## src/rtl/hazard_pkg.sv

```systemverilog
// Shared types and constants for the pipeline hazard controller.
package hazard_pkg;

  typedef enum logic {
    RUN       = 1'b0,
    MULT_WAIT = 1'b1
  } state_t;

  localparam logic [1:0] FWD_RF    = 2'b00;
  localparam logic [1:0] FWD_EXMEM = 2'b10;
  localparam logic [1:0] FWD_MEMWB = 2'b01;

  localparam int STALL_W = 32;

  // A producer only matters when its destination is a real register; $0 is hardwired.
  function automatic logic reg_match(input logic [4:0] dst, input logic [4:0] src);
    return (dst != 5'd0) && (dst == src);
  endfunction

endpackage

```

## src/rtl/hazard_ctrl_fwd_unit.sv

```systemverilog
// ALU operand forwarding comparators; EX/MEM has priority over MEM/WB.
module fwd_unit
  import hazard_pkg::*;
(
  input  logic [4:0] ex_rs,
  input  logic [4:0] ex_rt,
  input  logic [4:0] mem_rd,
  input  logic       mem_regwrite,
  input  logic [4:0] wb_rd,
  input  logic       wb_regwrite,
  output logic [1:0] fwd_a,
  output logic [1:0] fwd_b
);

  function automatic logic [1:0] select(input logic [4:0] src);
    if (mem_regwrite && reg_match(mem_rd, src)) return FWD_EXMEM;
    if (wb_regwrite && reg_match(wb_rd, src))   return FWD_MEMWB;
    return FWD_RF;
  endfunction

  assign fwd_a = select(ex_rs);
  assign fwd_b = select(ex_rt);

endmodule

```

## src/rtl/hazard_ctrl.sv

```systemverilog
// Pipeline hazard/sequencing controller: stalls, flushes, multi-cycle EX hold, forwarding.
// Define HAZARD_FORWARD_EN to enable operand forwarding (otherwise RAW hazards stall).
module hazard_ctrl
  import hazard_pkg::*;
#(
  parameter int MULT_CYCLES = 4
) (
  input  logic               clk,
  input  logic               rst,
  input  logic [4:0]         id_rs,
  input  logic [4:0]         id_rt,
  input  logic               id_uses_rt,
  input  logic [4:0]         ex_rs,
  input  logic [4:0]         ex_rt,
  input  logic [4:0]         ex_rd,
  input  logic               ex_regwrite,
  input  logic               ex_memread,
  input  logic [4:0]         mem_rd,
  input  logic               mem_regwrite,
  input  logic [4:0]         wb_rd,
  input  logic               wb_regwrite,
  input  logic               ex_branch_taken,
  input  logic               ex_mult_start,
  output logic               pc_en,
  output logic               ifid_en,
  output logic               idex_en,
  output logic               ifid_flush,
  output logic               idex_flush,
  output logic               exmem_flush,
  output logic [1:0]         fwd_a,
  output logic [1:0]         fwd_b,
  output logic               busy,
  output logic [STALL_W-1:0] stall_cycles
);

  localparam logic [3:0] MCNT_INIT = 4'(MULT_CYCLES - 2);

  state_t     state, state_nxt;
  logic [3:0] mcnt, mcnt_nxt;
  logic       id_dep_ex, id_dep_mem, load_use, raw_stall;

  assign id_dep_ex  = reg_match(ex_rd, id_rs)  || (id_uses_rt && reg_match(ex_rd, id_rt));
  assign id_dep_mem = reg_match(mem_rd, id_rs) || (id_uses_rt && reg_match(mem_rd, id_rt));
  assign load_use   = ex_memread && ex_regwrite && id_dep_ex;

`ifdef HAZARD_FORWARD_EN
  logic [1:0] fwd_a_raw, fwd_b_raw;
  logic       unused_fwd;

  fwd_unit u_fwd (
    .ex_rs        (ex_rs),
    .ex_rt        (ex_rt),
    .mem_rd       (mem_rd),
    .mem_regwrite (mem_regwrite),
    .wb_rd        (wb_rd),
    .wb_regwrite  (wb_regwrite),
    .fwd_a        (fwd_a_raw),
    .fwd_b        (fwd_b_raw)
  );

  assign raw_stall  = load_use;
  assign fwd_a      = rst ? FWD_RF : fwd_a_raw;
  assign fwd_b      = rst ? FWD_RF : fwd_b_raw;
  assign unused_fwd = id_dep_mem;
`else
  logic unused_fwd;

  // Without forwarding, any in-flight producer of an ID source must drain first.
  assign raw_stall  = load_use || (ex_regwrite && id_dep_ex) || (mem_regwrite && id_dep_mem);
  assign fwd_a      = FWD_RF;
  assign fwd_b      = FWD_RF;
  assign unused_fwd = ^{ex_rs, ex_rt, wb_rd, wb_regwrite};
`endif

  // NOTE: sequential state uses non-blocking assignments so every flop samples pre-edge values.
  always_ff @(posedge clk) begin
    if (rst) begin
      state        <= RUN;
      mcnt         <= 4'd0;
      stall_cycles <= '0;
    end else begin
      state <= state_nxt;
      mcnt  <= mcnt_nxt;
      if (!pc_en && (stall_cycles != '1))
        stall_cycles <= stall_cycles + 1'b1;
    end
  end

  // NOTE: every always_comb output gets a default first so no path infers a latch.
  always_comb begin
    state_nxt = state;
    mcnt_nxt  = mcnt;
    unique case (state)
      RUN: begin
        if (!ex_branch_taken && ex_mult_start) begin
          state_nxt = MULT_WAIT;
          mcnt_nxt  = MCNT_INIT;
        end
      end
      MULT_WAIT: begin
        if (mcnt == 4'd0) state_nxt = RUN;
        else              mcnt_nxt  = mcnt - 4'd1;
      end
      default: state_nxt = RUN;
    endcase
  end

  always_comb begin
    pc_en       = 1'b1;
    ifid_en     = 1'b1;
    idex_en     = 1'b1;
    ifid_flush  = 1'b0;
    idex_flush  = 1'b0;
    exmem_flush = 1'b0;
    busy        = 1'b0;
    if (rst) begin
      pc_en       = 1'b0;
      ifid_en     = 1'b0;
      idex_en     = 1'b0;
      ifid_flush  = 1'b1;
      idex_flush  = 1'b1;
      exmem_flush = 1'b1;
    end else if (state == MULT_WAIT) begin
      pc_en       = 1'b0;
      ifid_en     = 1'b0;
      idex_en     = 1'b0;
      exmem_flush = 1'b1;
      busy        = 1'b1;
    end else if (ex_branch_taken) begin
      ifid_flush  = 1'b1;
      idex_flush  = 1'b1;
    end else if (ex_mult_start) begin
      pc_en       = 1'b0;
      ifid_en     = 1'b0;
      idex_en     = 1'b0;
      exmem_flush = 1'b1;
    end else if (raw_stall) begin
      pc_en       = 1'b0;
      ifid_en     = 1'b0;
      idex_flush  = 1'b1;
    end
  end

endmodule
```

## config.mk

```make
export PLATFORM = sky130hd
export DESIGN_NAME = hazard_ctrl
export DESIGN_NICKNAME = d
export VERILOG_FILES = /design/src/rtl/hazard_pkg.sv /design/src/rtl/hazard_ctrl_fwd_unit.sv /design/src/rtl/hazard_ctrl.sv
export SDC_FILE = /design/constraint.sdc
export NUM_CORES = 1
export LEC_CHECK = 0
export CAP_MARGIN = 20
export CORE_MARGIN = 2
export CORE_UTILIZATION = 48
export CTS_CLUSTER_DIAMETER = 40
export DETAILED_ROUTE_END_ITERATION = 10
export PLACE_DENSITY = 0.91
export SYNTH_ARGS = -nofsm -noshare
export SYNTH_HDL_FRONTEND = slang
export SYNTH_SLANG_ARGS = --single-unit
```

## constraint.sdc

```tcl
create_clock -name clk -period 4.5 [get_ports clk]
set_clock_uncertainty 0.05 [all_clocks]
set_input_delay 1.125 -clock clk [delete_from_list [all_inputs] [get_ports clk]]
set_output_delay 1.125 -clock clk [all_outputs]
set_load 0.02 [all_outputs]
```

# Word-level counts from Yosys, hierarchy flattened
# Cells that the tools add are included.
# W data, S select, Z words.
[word_totals]
input_bits = 44
out_inout_bits = 43
reg_bits = 37
[classes]
eq_ne = 7
reduce_logical = 22
n_addsub = 2
bitwise = 1
muxes = 29
[op_table]
columns = ["operator", "count"]
rows = [
  ["$add A32 B1 Y32 const B", 1],
  ["$ne A32 B32 Y1 const B", 1],
  ["$mux W1", 25],
  ["$eq A5 B5 Y1", 4],
  ["$logic_and A1 B1 Y1", 12],
  ["$reduce_bool A5 Y1", 2],
  ["$mux W4", 2],
  ["$pmux W4 S2", 1],
  ["$logic_not A4 Y1", 1],
  ["$logic_or A1 B1 Y1", 4],
  ["$ne A2 B2 Y1 const B", 2],
  ["$sub A4 B1 Y4 const B", 1],
  ["$logic_not A1 Y1", 2],
  ["$pmux W1 S2", 1],
  ["$reduce_and A2 Y1", 1],
  ["$not A1 Y1", 1],
]

# Logic depth before layout (Yosys ltp)
# Gate-level depths: netlist of the first run.
[depth]
word_depth = 14
mapped_depth = 10
ltp_nobuf = 8

# Worst setup path before layout of the first run
# Ideal clock, no wire load.
[synth_path]
kind = "input to output"
from = "input ex_rd[0]"
to = "output pc_en"
required_time_ns = 3.325
arrival_ns = 2.683
path_buffers = 1
slack_ns = 0.642
stages = 6
path_cell_list = "or4_1 o21ai_0 or2_2 o32ai_2 nor2_1 buf_4"
[synth_between]
elab_chain_cells = 12
elab_cells_between_ends = 16
[synth_rtl]
columns = ["item", "line", "source"]
rows = [
  ["start: declaration", "hazard_ctrl.sv:15", "input logic [4:0] ex_rd,"],
  ["$eq A5 B5 Y1 / $reduce_bool A5 Y1 (equally long branches)", "hazard_pkg.sv:17", "return (dst != 5'd0) && (dst == src);"],
  ["$logic_and A1 B1 Y1", "hazard_pkg.sv:17", ""],
  ["$logic_and A1 B1 Y1", "hazard_ctrl.sv:42", "assign id_dep_ex = reg_match(ex_rd, id_rs) || (id_uses_rt && reg_match(ex_rd, id_rt));"],
  ["$logic_or A1 B1 Y1 *", "hazard_ctrl.sv:42", ""],
  ["$logic_and A1 B1 Y1 (on tied branches)", "hazard_ctrl.sv:44, hazard_ctrl.sv:69", ""],
  ["$logic_or A1 B1 Y1 * (2 in a row)", "hazard_ctrl.sv:69", "assign raw_stall = load_use || (ex_regwrite && id_dep_ex) || (mem_regwrite && id_dep_mem);"],
  ["$mux W1 * (5 in a row)", "--", ""],
  ["end: declaration", "hazard_ctrl.sv:24", "output logic pc_en,"],
]
# Every way passes the cells marked *; elsewhere a longest branch is shown, timed or not.

# Final worst setup path of the first run
[layout_path]
from = "input mem_rd[2]"
to = "output pc_en"
[layout_between]
elab_chain_cells = 11
elab_cells_between_ends = 14
[layout_rtl]
columns = ["item", "line", "source"]
rows = [
  ["start: declaration", "hazard_ctrl.sv:18", "input logic [4:0] mem_rd,"],
  ["$eq A5 B5 Y1 / $reduce_bool A5 Y1 (equally long branches)", "hazard_pkg.sv:17", ""],
  ["$logic_and A1 B1 Y1", "hazard_pkg.sv:17", ""],
  ["$logic_and A1 B1 Y1", "hazard_ctrl.sv:43", "assign id_dep_mem = reg_match(mem_rd, id_rs) || (id_uses_rt && reg_match(mem_rd, id_rt));"],
  ["$logic_or A1 B1 Y1 *", "hazard_ctrl.sv:43", ""],
  ["$logic_and A1 B1 Y1 *", "hazard_ctrl.sv:69", ""],
  ["$logic_or A1 B1 Y1 *", "hazard_ctrl.sv:69", ""],
  ["$mux W1 *", "hazard_ctrl.sv:137", "end else if (raw_stall) begin"],
  ["$mux W1 *", "hazard_ctrl.sv:132", "end else if (ex_mult_start) begin"],
  ["$mux W1 *", "hazard_ctrl.sv:129", "end else if (ex_branch_taken) begin"],
  ["$mux W1 *", "hazard_ctrl.sv:123", "end else if (state == MULT_WAIT) begin"],
  ["$mux W1 *", "hazard_ctrl.sv:116", "if (rst) begin"],
]
# Marks and branches as above.

==> out/summary.log, run 1 <==
[status] result of the run completed
[timing] # setup viols final 0
[logic_synthesis] largest cells by area after synthesis sky130_fd_sc_hd__dfxtp_1 33%, sky130_fd_sc_hd__xor2_1 7.7%, sky130_fd_sc_hd__a21oi_1 4.8%, sky130_fd_sc_hd__or3_1 4.4%, sky130_fd_sc_hd__nor2_1 4.3%
[route] iteration count of the initial detailed-routing pass 4
[clocking] clock tree from TritonCTS yes
[logic_synthesis] #FFs+latches synth 37
[power] PwrDens 236.9 nW/um^2
[die] Core Area 4629 sq um
[placement] input/output buffers 65
[finish] area growth from synthesis to layout 35.33%
[power] maximum VDD drop 0.1807 mV
[logic_synthesis] warning count from the yosys run 0
[setup_path] data arrival time at the worst-slack endpoint 3.17 ns
[route] total via count in the routed design 2353
[clocking] number of post-CTS setup repair buffers 0
[timing] final-layout worst hold slack 0.4502 ns
[setup_path] r2r worst-path depth 9
[die] Initial Utilization 0.4911
[placement] total placed instance area 2988 sq um
[clocking] CTS max path bufs 2
[setup_path] critical path capture point type output port
[placement] pre-CTS setup slack -0.09539 ns
[route] Routed WL per cell 15.00 um
[finish] final layout net count 393
[logic_synthesis] unique cell type count in the Yosys netlist 46
[clocking] H-tree level count 2
[logic_synthesis] number of flops mapped to enable cells by yosys 0
[power] P_leak 1.042 nW
[timing] Hold Violations, Final 0
[setup_path] minimum setup slack among reg-to-reg paths 1.76 ns
[setup_path] Startpoint Class input port
[die] height of the die 72.82 um
[global_route] number of global-route vias before repair 2065
[timing] post-route clock period utilization 0.9656
[route] DRC viols 0
[timing] setup slack after layout 0.1547 ns
[global_route] total global routing track utilization 0.2199
[logic_synthesis] Commonest cells post-synth 37 x sky130_fd_sc_hd__dfxtp_1, 26 x sky130_fd_sc_hd__nor2_1, 22 x sky130_fd_sc_hd__a21oi_1
[logic_synthesis] cell area after technology mapping 2273 sq um
[setup_path] origin of the critical flop-to-flop path stall_cycles[0]$_SDFFE_PP0P_
[worst_hold_path] worst hold path endpoint stall_cycles[27]$_SDFFE_PP0P_
[finish] summed area of non-filler cells in the final layout 3077 sq um
[job] max capacitance violation total 0
[route] Iter 0 DRT Violations 150
[clocking] number of clock sinks 37
[timing] count of final max-slew check failures 0
[power] combinational share of power 0.204
[clocking] cts bufs inserted 5
[global_route] Overflow after GRT 0
[logic_synthesis] most instantiated library cell after synthesis sky130_fd_sc_hd__dfxtp_1
[logic_synthesis] number of instances in the synthesized netlist 278
[finish] number of diodes added for antenna fixing 0
[clocking] post-cts resize count 4
[placement] DPL Wire Length 4105 um
[logic_synthesis] top flip-flop cell by instance count after synthesis sky130_fd_sc_hd__dfxtp_1
[global_route] pin count of the biggest net entering global routing 56
[worst_hold_path] class of the worst hold path reg2reg
[route] number of nets with antenna violations after detailed routing 0
[clocking] clock latency at the later pin of the worst-skew pair 0.29 ns
[finish] filler cell count in the final layout 382
[die] die area 5303 sq um
[setup_path] Max FO, Critical Path 3
[global_route] initial antenna violation count 0
[placement] final weighted congestion of routability-driven global placement 0.8576
[setup_path] worst endpoint required time 3.32 ns
[route] WL final 6015 um
[route] vias per inst 5.868
[power] clock network fraction of design power 0.321
[logic_synthesis] cell taking the most area after synthesis sky130_fd_sc_hd__dfxtp_1
[die] width of the chip 72.82 um
[power] share of total power consumed by net switching 0.2761
[worst_hold_path] startpoint of the worst hold path stall_cycles[27]$_SDFFE_PP0P_
[die] io pins 87
[clocking] hold buffer count at CTS 0
[clocking] clk slew on worst S/H paths 0.06 ns
[power] sequential group share of total power 0.475
[finish] share of post-route cells with drive strength above 1 0.1037
[logic_synthesis] top-area cell type share of the netlist area 0.3258
[power] cell internal pwr 0.5276 mW
[setup_path] category of the most critical setup path in2out
[die] floorplan row count 25
[logic_synthesis] fraction of registers with async set/reset 0
[timing] final critical-path required period 4.345 ns
[timing] unrepaired setup endpoints after global routing no
[worst_hold_path] hold path depth 2
[power] net switching power figure 0.2013 mW
[timing] maximum frequency from static timing analysis 230.1 MHz
[setup_path] capture point of the worst reg-to-reg path stall_cycles[15]$_SDFFE_PP0P_
[global_route] first-pass GRT wire length 9349 um
[clocking] clk root buf sky130_fd_sc_hd__clkbuf_8
[logic_synthesis] sequential area share after synthesis 0.3258
[logic_synthesis] Avg Synthesized Cell Area 8.178 sq um
[finish] final core area utilization 0.6646
## metrics by stage
| stage | power, mW | instances | TNS (ns) |
|---|---|---|---|
| floorplan | 0.4394 | 281 | 0 |
| CTS | 0.7304 | 401 | 0 |
| finish | 0.7288 | 401 | 0 |
| global placement | 0.4960 | 394 | -0.2063 |
| global route | 0.7596 | 401 | 0 |
| detailed placement | 0.5007 | 394 | -0.1891 |
## state kept, by name (all words and copies together) (netlist names)
register	cells
stall_cycles	32
mcnt	4
state	1
## cell type report
class	instances	area, sq um	area share
clock buffers	7	86.33	0.02806
multi-input cells	217	1399	0.4547
well taps	54	67.56	0.02196
repair buffers	77	749.5	0.2436
inverters	9	33.78	0.01098
flip-flops and latches	37	740.7	0.2407
## cells by family (layout without fill, tap and decap cells)
family,after synthesis,in the layout,share of synthesized area
compound gates,64,64,0.1860
simple gates,119,119,0.2911
mux,5,5,0.02917
buf+inv,27,93,0.06659
fa+ha+maj,2,2,0.01101
xor+xnor,23,23,0.08861
other cells,1,4,0.001649
flops,37,37,0.3258
## layout by cell type, fill, tap and decap left out, types with 13 or more instances in the layout
master / instances
sky130_fd_sc_hd__a21oi_1: 22
sky130_fd_sc_hd__nand3_1: 14
sky130_fd_sc_hd__dfxtp_1: 37
sky130_fd_sc_hd__clkdlybuf4s50_1: 62
sky130_fd_sc_hd__or3_1: 16
sky130_fd_sc_hd__nand2_1: 18
sky130_fd_sc_hd__nor2_1: 26
sky130_fd_sc_hd__o21ai_1: 13
sky130_fd_sc_hd__xor2_1: 20
## per-layer routing
layer  up-vias  share of wire  global-route usage
met1      1125           0.45              0.2940
met5         -              0                   0
met3        13          0.052             0.03591
li1       1142              -                   -
met4         0          0.020             0.07407
met2        73           0.48              0.3606
## how the worst max path moves through the flow
stage | from | endpoint
after global placement | ex_rd[0] | pc_en
after global routing | ex_rd[0] | pc_en
after floorplan | ex_rd[0] | pc_en
after CTS | mem_rd[2] | pc_en
after detailed placement | mem_rd[2] | pc_en
final | mem_rd[2] | pc_en
## worst max-delay path, stage by stage
cell and delay (ns):
sky130_fd_sc_hd__clkdlybuf4s50_1 0.42, sky130_fd_sc_hd__buf_4 0.15, sky130_fd_sc_hd__xor2_1 0.15, sky130_fd_sc_hd__nor4_2 0.33
sky130_fd_sc_hd__a32oi_1 0.19, sky130_fd_sc_hd__o32ai_2 0.35, sky130_fd_sc_hd__nor2_1 0.12, sky130_fd_sc_hd__dlygate4sd2_1 0.34
## power by group through the flow
stage / clock, mW / sequential (mW) / combinational [mW]
floorplan: 0 / 0.355 / 0.0841
global placement: 0 / 0.352 / 0.144
detailed placement: 0 / 0.353 / 0.148
CTS: 0.236 / 0.346 / 0.148
global route: 0.252 / 0.347 / 0.161
finish: 0.234 / 0.346 / 0.149
Power figures use the tool's default switching activity.
==> run 2, diff against run 1 <==
Settings changed: CAP_MARGIN 20 to unset, SETUP_SLACK_MARGIN set to 0.05.
==> out/summary.log, run 2 (synthesized netlist as in run 1, its figures left out) <==
[status] result of the run completed
[power] P_leak 1.042 nW
[timing] final critical-path required period 4.328 ns
[die] Initial Utilization 0.4911
[clocking] number of clock sinks 37
[worst_hold_path] startpoint of the worst hold path stall_cycles[27]$_SDFFE_PP0P_
[global_route] number of global-route vias before repair 2065
[power] maximum VDD drop 0.1805 mV
[clocking] H-tree level count 2
[setup_path] origin of the critical flop-to-flop path stall_cycles[0]$_SDFFE_PP0P_
[timing] unrepaired setup endpoints after global routing no
[setup_path] cell chain of the critical path clkdlybuf4s50_1 -> buf_4 -> xor2_1 -> nor4_2 -> a32oi_1 -> o32ai_2 -> nor2_2 -> dlygate4sd2_1
[placement] final weighted congestion of routability-driven global placement 0.8576
[finish] summed area of non-filler cells in the final layout 3079 sq um
[global_route] initial antenna violation count 0
[timing] maximum frequency from static timing analysis 231.0 MHz
[die] floorplan row count 25
[die] height of the die 72.82 um
[route] Iter 0 DRT Violations 150
[setup_path] r2r worst-path depth 9
[finish] filler cell count in the final layout 382
[setup_path] slowest stage delay, CP 0.42 ns
[finish] share of post-route cells with drive strength above 1 0.1066
[power] PwrDens 237.2 nW/um^2
[finish] area growth from synthesis to layout 35.44%
[finish] area taken by flip-flops and latches 740.7 sq um
[route] total via count in the routed design 2344
[global_route] total global routing track utilization 0.2199
[placement] DPL Wire Length 4105 um
[timing] # setup viols final 0
[die] io pins 87
[route] vias per inst 5.845
[setup_path] data arrival time at the worst-slack endpoint 3.15 ns
[setup_path] worst endpoint required time 3.32 ns
[setup_path] category of the most critical setup path in2out
[route] Routed WL per cell 14.99 um
[route] iteration count of the initial detailed-routing pass 4
[die] width of the chip 72.82 um
[route] DRC viols 0
[clocking] cts bufs inserted 5
[finish] register containing the most flip-flops in the final layout stall_cycles
[setup_path] capture point of the worst reg-to-reg path stall_cycles[15]$_SDFFE_PP0P_
[job] max capacitance violation total 0
[setup_path] minimum setup slack among reg-to-reg paths 1.77 ns
[clocking] CTS max path bufs 2
[global_route] Overflow after GRT 0
[route] WL final 6012 um
[die] Core Area 4629 sq um
[setup_path] Max FO, Critical Path 3
[setup_path] Startpoint Class input port
[timing] Hold Violations, Final 0
[finish] final layout net count 393
[global_route] pin count of the biggest net entering global routing 56
[timing] setup slack after layout 0.1715 ns
[setup_path] cell at the slowest stage of the critical path sky130_fd_sc_hd__clkdlybuf4s50_1
[setup_path] kind of cell adding the most delay to the critical path buffers and inverters
[timing] count of final max-slew check failures 0
[timing] post-route clock period utilization 0.9619
[finish] registers with the most flip-flops stall_cycles (32), mcnt (4), state (1)
[clocking] clock latency at the later pin of the worst-skew pair 0.29 ns
[placement] pre-CTS setup slack -0.09539 ns
[die] die area 5303 sq um
[power] total power of the final layout 0.7303 mW
[clocking] clock tree from TritonCTS yes
[timing] Post-Route Setup TNS 0 ns
[setup_path] Worst Path Buf+Inv 3
[route] number of nets with antenna violations after detailed routing 0
[placement] total placed instance area 2988 sq um
[finish] flip-flop count of the largest register, all copies and words added 32
[clocking] hold buffer count at CTS 0
[worst_hold_path] class of the worst hold path reg2reg
[global_route] first-pass GRT wire length 9349 um
[finish] commonest cells after routing, fill and taps aside 62 x sky130_fd_sc_hd__clkdlybuf4s50_1, 37 x sky130_fd_sc_hd__dfxtp_1, 25 x sky130_fd_sc_hd__nor2_1, 22 x sky130_fd_sc_hd__a21oi_1, 20 x sky130_fd_sc_hd__xor2_1
[finish] number of diodes added for antenna fixing 0
[clocking] clk root buf sky130_fd_sc_hd__clkbuf_8
[clocking] clk slew on worst S/H paths 0.06 ns
[finish] commonest non-fill, non-tap cell in the layout sky130_fd_sc_hd__clkdlybuf4s50_1
[setup_path] critical path capture point type output port
[worst_hold_path] worst hold path endpoint stall_cycles[27]$_SDFFE_PP0P_
[placement] input/output buffers 65
[setup_path] Critical Path Stages 8
[finish] area occupied by multi-input gates 1401 sq um
[worst_hold_path] hold path depth 2
run 2: cell types whose count changed in the layout (fill, tap and decap cells not counted):
cell                     change
sky130_fd_sc_hd__nor2_2      +1
sky130_fd_sc_hd__nor2_1      -1
run 2: layer usage:
metal | GRT usage | up-vias | wire (um)
met5 | 0 | - | 0
met4 | 0.07407 | 0 | 123
met3 | 0.03591 | 14 | 324
met2 | 0.3606 | 76 | 2861
met1 | 0.2940 | 1109 | 2703
li1 | - | 1145 | -
run 2: what timing repair did:
action,CTS,global route
endpoints found under the setup margin,3,2
setup buffers,0,0
gates resized for setup,4,1
run 2: power breakdown:
part / switching (mW) / total [mW] / internal, mW
logic: 0.0787 / 0.149 / 0.0702
clock network: 0.114 / 0.235 / 0.121
registers: 0.0100 / 0.346 / 0.336
run 2: layout make-up:
cell class | count | share of cell area
Tap cell | 54 | 0.02194
Timing Repair Buffer | 77 | 0.2434
Inverter | 9 | 0.01097
Sequential cell | 37 | 0.2406
Clock buffer | 7 | 0.02804
Multi-Input combinational cell | 217 | 0.4551
run 2: worst max-delay path by stage:
stage | start | end | slack, ns
after CTS | mem_rd[2] | pc_en | 0.18
after floorplan | ex_rd[0] | pc_en | 0.64
after global routing | mem_rd[2] | pc_en | 0.08
after detailed placement | mem_rd[2] | pc_en | -0.1
after global placement | ex_rd[0] | pc_en | -0.10
final | mem_rd[2] | pc_en | 0.17
run 2: stage by stage:
step / hold slack (ns) / utilization / instances
floorplan: 0.4354 / - / 281
global placement: 0.4308 / 0.6454 / 394
detailed placement: 0.4395 / 0.6454 / 394
CTS: 0.4493 / 0.6646 / 401
global route: 0.4849 / 0.6651 / 401
finish: 0.4504 / 0.6651 / 401
run 2: worst register-to-register path: stages, from the launching register on:
cell and delay (ns):
sky130_fd_sc_hd__dfxtp_1 0.42, sky130_fd_sc_hd__ha_1 0.22, sky130_fd_sc_hd__and2_1 0.42, sky130_fd_sc_hd__nand2_1 0.10, sky130_fd_sc_hd__or4_4 0.46, sky130_fd_sc_hd__nor3_2 0.16
sky130_fd_sc_hd__o21bai_4 0.16, sky130_fd_sc_hd__buf_12 0.24, sky130_fd_sc_hd__nor4_2 0.10, sky130_fd_sc_hd__mux2_4 0.30
